==> src/rtl/key_matrix_scan_pkg.sv <==
// key_matrix_scan_pkg: shared keypad geometry, FSM encoding and column priority helper
package key_matrix_scan_pkg;
    localparam int ROWS = 4;
    localparam int COLS = 4;
    localparam logic [3:0] COL_IDLE = 4'b1111;
    localparam logic [2:0] IDLE      = 3'd0;
    localparam logic [2:0] DEB_PRESS = 3'd1;
    localparam logic [2:0] SCAN      = 3'd2;
    localparam logic [2:0] HELD      = 3'd3;
    localparam logic [2:0] DEB_REL   = 3'd4;
    // index of the lowest active-low column; the lowest column wins ties
    function automatic logic [1:0] lowest_zero(input logic [3:0] c);
        return !c[0] ? 2'd0 : !c[1] ? 2'd1 : !c[2] ? 2'd2 : 2'd3;
    endfunction
endpackage

==> src/rtl/key_matrix_scan_tick.sv <==
// scan_tick: one-clk tick every TICK_DIV clks, shared with the display scan path
//   clk  in   system clock
//   rst  in   asynchronous active-low reset
//   tick out  one-cycle pulse every TICK_DIV clks
module scan_tick #(
    parameter int TICK_DIV = 50000
) (
    input  logic clk,
    input  logic rst,
    output logic tick
);
    localparam int TW = $clog2(TICK_DIV);
    logic [TW-1:0] r_cnt;
    assign tick = r_cnt == TW'(TICK_DIV - 1);
    always_ff @(posedge clk or negedge rst)
        if (!rst) r_cnt <= '0;
        else      r_cnt <= tick ? '0 : r_cnt + 1'b1;
endmodule

==> src/rtl/key_matrix_scan.sv <==
// key_matrix_scan: debounced 4x4 keypad scanner reporting each accepted press once
//   clk       in   system clock
//   rst       in   asynchronous active-low reset
//   col       in   keypad columns, active-low, asynchronous
//   row       out  row drive, active-low
//   key_code  out  row_index*4 + col_index of last accepted key
//   key_valid out  one-clk pulse per accepted press
//   key_down  out  high from acceptance until debounced release
module key_matrix_scan
    import key_matrix_scan_pkg::*;
#(
    parameter int TICK_DIV  = 50000,
    parameter int DEB_TICKS = 10
) (
    input  logic            clk,
    input  logic            rst,
    input  logic [COLS-1:0] col,
    output logic [ROWS-1:0] row,
    output logic [3:0]      key_code,
    output logic            key_valid,
    output logic            key_down
);
    localparam int CW = $clog2(DEB_TICKS + 1);
    localparam logic [CW-1:0] DEB_MAX = CW'(DEB_TICKS);
    localparam logic [CW-1:0] ONE     = CW'(1);
    logic          w_tick;
    logic          w_pressed;
    logic [CW-1:0] w_cnt_inc;
    logic [3:0]    r_sync1, r_sync2;
    logic [2:0]    r_state;
    logic [CW-1:0] r_cnt;
    logic [1:0]    r_idx;
    logic [3:0]    r_code;
    logic          r_valid, r_down;

    scan_tick #(.TICK_DIV(TICK_DIV)) u_tick (.clk(clk), .rst(rst), .tick(w_tick));

    assign w_pressed = r_sync2 != COL_IDLE;
    assign w_cnt_inc = (r_cnt == DEB_MAX) ? r_cnt : r_cnt + 1'b1;
    // all rows low while waiting for any key; one row low once scanning or holding
    assign row       = (r_state == IDLE || r_state == DEB_PRESS) ? 4'b0000 : ~(4'b0001 << r_idx);
    assign key_code  = r_code;
    assign key_valid = r_valid;
    assign key_down  = r_down;

    always_ff @(posedge clk or negedge rst)
        if (!rst) begin
            r_sync1 <= COL_IDLE;
            r_sync2 <= COL_IDLE;
            r_state <= IDLE;
            r_cnt   <= '0;
            r_idx   <= '0;
            r_code  <= '0;
            r_valid <= 1'b0;
            r_down  <= 1'b0;
        end else begin
            r_sync1 <= col;
            r_sync2 <= r_sync1;
            r_valid <= 1'b0;
            if (w_tick)
                case (r_state)
                    IDLE: if (w_pressed) begin
                        r_cnt   <= ONE;
                        r_idx   <= '0;
                        r_state <= (ONE == DEB_MAX) ? SCAN : DEB_PRESS;
                    end
                    DEB_PRESS: if (!w_pressed) r_state <= IDLE;
                    else begin
                        r_cnt <= w_cnt_inc;
                        if (w_cnt_inc == DEB_MAX) begin
                            r_idx   <= '0;
                            r_state <= SCAN;
                        end
                    end
                    // the row was driven for a full tick, so the synchronized columns have settled
                    SCAN: if (w_pressed) begin
                        r_code  <= {r_idx, lowest_zero(r_sync2)};
                        r_down  <= 1'b1;
                        r_valid <= 1'b1;
                        r_state <= HELD;
                    end else if (r_idx == 2'd3) r_state <= IDLE;
                    else r_idx <= r_idx + 1'b1;
                    HELD: if (!w_pressed) begin
                        r_cnt <= ONE;
                        if (ONE == DEB_MAX) begin
                            r_down  <= 1'b0;
                            r_state <= IDLE;
                        end else r_state <= DEB_REL;
                    end
                    DEB_REL: if (w_pressed) begin
                        r_cnt   <= '0;
                        r_state <= HELD;
                    end else begin
                        r_cnt <= w_cnt_inc;
                        if (w_cnt_inc == DEB_MAX) begin
                            r_down  <= 1'b0;
                            r_state <= IDLE;
                        end
                    end
                    default: r_state <= IDLE;
                endcase
        end
endmodule
==> config.mk <==
export PLATFORM = sky130hd
export DESIGN_NAME = key_matrix_scan
export DESIGN_NICKNAME = d
export VERILOG_FILES = /design/src/rtl/key_matrix_scan_pkg.sv /design/src/rtl/key_matrix_scan_tick.sv /design/src/rtl/key_matrix_scan.sv
export SDC_FILE = /design/constraint.sdc
export NUM_CORES = 1
export LEC_CHECK = 0
export ABC_AREA = 1
export CAP_MARGIN = 40
export CORE_UTILIZATION = 24
export DETAILED_ROUTE_END_ITERATION = 8
export HOLD_SLACK_MARGIN = 0.05
export SLEW_MARGIN = 20
export SYNTH_ARGS = -nofsm -noshare
export SYNTH_HDL_FRONTEND = slang
export SYNTH_SLANG_ARGS = --single-unit
==> constraint.sdc <==
create_clock -name clk -period 2.3 [get_ports clk]
set_clock_uncertainty 0.15 [all_clocks]
set_input_delay 0.23 -clock clk [delete_from_list [all_inputs] [get_ports clk]]
set_output_delay 0.23 -clock clk [all_outputs]
set_load 0.02 [all_outputs]
==> metrics.csv <==
stage,metric,value,unit
status,status,"complete, no violations",
synthesis,proportion of synthesized chip area in sequential cells,45.9,%
pwr,part of the power in the clock network,39.2,%
die,die span in y,96.6,um
die,top-level I/O count,16,
route,drt pass-1 iters,4,
clock_network,number of instances resized during post-cts repair,0,
pwr,switching share of power,23.4,%
timing,total negative setup slack,0,ps
route,final routed wirelength across all metal layers,3880,um
pwr,largest vdd supply drop,0.339,mV
global_routing,global-route wire length before repair,7140,um
die,area of the die,9340,um^2
pwr,total power,1210,uW
final_layout,filler cell count in the final layout,950,
final_layout,diodes inserted,0,
route,remaining design rule violation count,0,
final_layout,"commonest non-fill, non-tap cell in the layout",nand2_1,
final_layout,area growth from synthesis to layout,19.2,%
setup_path,kind of critical path,reg -> out,
setup_path,highest fanout seen on the critical path,5,
pwr,Sequential Power Share,57.7,%
synthesis,synthesized instance count,257,
timing,post-route worst hold slack,185,ps
timing,share of the clock period used by the worst path,92.1,%
timing,Max-slew headroom,71.3,%
setup_path,kind of end point of the critical path,output pin,
clock_network,master cell of the clock root buffer,clkbuf_8,
pwr,Switching Power,285,uW
synthesis,count of yosys warnings during synthesis,0,
flow_run,max cap viols,0,
timing,post-route minimum period,2120,ps
timing,highest clock frequency the design can meet,472,MHz
hold_path,worst hold path endpoint,r_sync1[2],
clock_network,clock tree from TritonCTS,yes,
setup_path,number of cell instances on the worst register-to-register path,11,
synthesis,number of distinct library cells after synthesis,31,
place,gpl congestion,0.835,
final_layout,"commonest cells after routing, fill and taps aside","nand2_1 (57), nor2_1 (32), dfrtp_1 (31)",
timing,final max-slew violation count,0,
pwr,total leakage power,0.00120,uW
route,number of design-rule violations left by the first detailed-router iteration,42,
final_layout,cell area after layout,2560,um^2
global_routing,largest net degree at the start of global routing,25,
synthesis,Netlist Area Pre-Place,2150,um^2
clock_network,number of post-CTS setup repair buffers,0,
setup_path,Register-to-Register Setup Slack,550,ps
setup_path,FF-to-FF End,r_idx[1],
pwr,combinational power share,3.1,%
timing,number of hold violations in the final report,0,
hold_path,Hold Crit Depth,1,
setup_path,launch instance of the worst register-to-register path,r_cnt[0],
synthesis,Post-Synthesis Mean Instance Area,8.36,um^2
synthesis,number of flip-flops and latches in the synthesized netlist,39,
clock_network,"CTS clk-pin slew, worst paths",90,ps
synthesis,Syn Nets,270,
final_layout,share of post-route cells with drive strength above 1,21.3,%
clock_network,source-to-sink clock delay at the later pin of the worst-skew pair,300,ps
place,I/O Buffers,15,
route,count of antenna-violating nets left after detailed routing,0,
timing,unrepaired setup endpoints after global routing,false,
global_routing,vias in the first global route,1631,
final_layout,Final Instance Count excl. Fillers,390,
clock_network,number of CTS-inserted buffers,5,
clock_network,worst-case clock buffer depth,2,
timing,actual slew at the worst max-slew pin,431,ps
timing,final setup vio count,0,
setup_path,startpoint types,flop,
place,Post-DP Area,2460,um^2
hold_path,Tightest Hold Check Type,in -> reg,
route,post-detailed-route via-to-cell ratio,4.27,
clock_network,total number of clock tree sinks,39,
die,core area,8680,um^2
route,routed wirelength normalized by instance count,9.95,um
die,DIE WIDTH,96.6,um
clock_network,H-Tree Level Count,2,
final_layout,NumNets Final,294,
setup_path,arrival time of the worst setup path,1740,ps
global_routing,initial antenna violation count,0,
global_routing,total routing usage reported by global routing,9.10,%
route,total via count in the routed design,1664,
place,placed cells,381,
pwr,Internal Pwr Total,930,uW
die,starting density of the core,24.8,%
global_routing,sum of overflow across all layers after global routing,0,
hold_path,hold path start,col[2],
pwr,total power density per cell area,474,nW/um^2
die,number of placement rows,34,
place,post-DP HPWL,3010,um
setup_path,data required time of the worst path,1920,ps
## kinds of logic after synthesis
logic type               synth area share (%)
AO/OA/AOI/OAI                            5.12
XOR/XNOR                                 3.67
adder cells (fa/ha/maj)                  4.07
buffers and inverters                    6.69
flip-flops                               45.9
AND/OR/NAND/NOR                          34.6
## routing by layer
layer | track usage, % | vias to the layer above | part of all wire (%) | wire (um)
met5 | 0 | - | 0 | 0
met4 | 2.41 | 0 | 1.2 | 47
met3 | 2.17 | 6 | 2.1 | 82
met2 | 15.4 | 13 | 47 | 1810
met1 | 11.5 | 794 | 50 | 1940
li1 | - | 851 | - | -
## sequential cells by signal (all words and copies together), names as in the netlist
signal and count:
key_code 4, r_sync2 4, r_cnt 4, r_sync1 4, u_tick.r_cnt 16, key_down 1
r_idx 2, r_state 3, key_valid 1
## worst max-delay path, cell delays in order, from the launching register on
cell	delay (ps)
dfrtp_1	420
inv_1	100
ha_1	200
nor2_1	110
clkdlybuf4s50_1	610
## worst max path at each step
| stage | start | endpoint | slack (ps) | depth (start not counted) |
|---|---|---|---|---|
| floorplan | r_cnt[0] | r_idx[0] | 740 | 11 |
| global placement | r_idx[0] | row[0] | 550 | 4 |
| detailed placement | r_idx[0] | row[2] | 510 | 4 |
| CTS | r_idx[0] | row[2] | 170 | 4 |
| global route | r_idx[0] | row[2] | 40 | 4 |
| finish | r_idx[0] | row[2] | 180 | 4 |
## power groups by stage
stage	Combinational [uW]	Sequential, uW	Clock [uW]
floorplan	9.03	713	0
global placement	31.6	713	0
detailed placement	37.7	714	0
CTS	39.1	701	507
global route	41.9	701	524
finish	37.5	701	476
## layout make-up
| class | count | area [um^2] | share of cell area [%] |
|---|---|---|---|
| Tap cell | 108 | 135 | 5.28 |
| Inverter | 36 | 144 | 5.62 |
| Clock inverter | 3 | 25.0 | 0.977 |
| Clock buffer | 5 | 68.8 | 2.69 |
| Sequential cell | 39 | 986 | 38.5 |
| Timing Repair Buffer | 17 | 183 | 7.13 |
| Multi-Input combinational cell | 182 | 1020 | 39.8 |
## repair_timing
action	4_1_cts	5_1_grt
setup endpoints to repair	0	0
hold endpoints to repair	15	0
hold buffers	1	0
## cells in the mapped netlist, drive strengths merged
cell type,n,area share (%)
inv,34,6.1
a31oi,1,0.29
or2,1,0.29
xnor2,2,0.82
nor3,4,1.2
a21oi,5,1.5
and3,1,0.29
dfrtp,31,36
o21ai,12,3.3
nand3,20,5.4
nor2,45,11
nor4,1,0.58
clkinv,2,0.64
nand4,6,1.7
nand2,70,14
ha,7,4.1
xor2,7,2.9
dfstp,8,9.8
## per-stage QoR
step	setup slack, ps	util, %
finish	181	29.5
global route	39.6	29.5
CTS	170	29.5
detailed placement	506	28.3
global placement	548	28.0
floorplan	736	-
No activity file was read; power rests on OpenSTA's default activity.
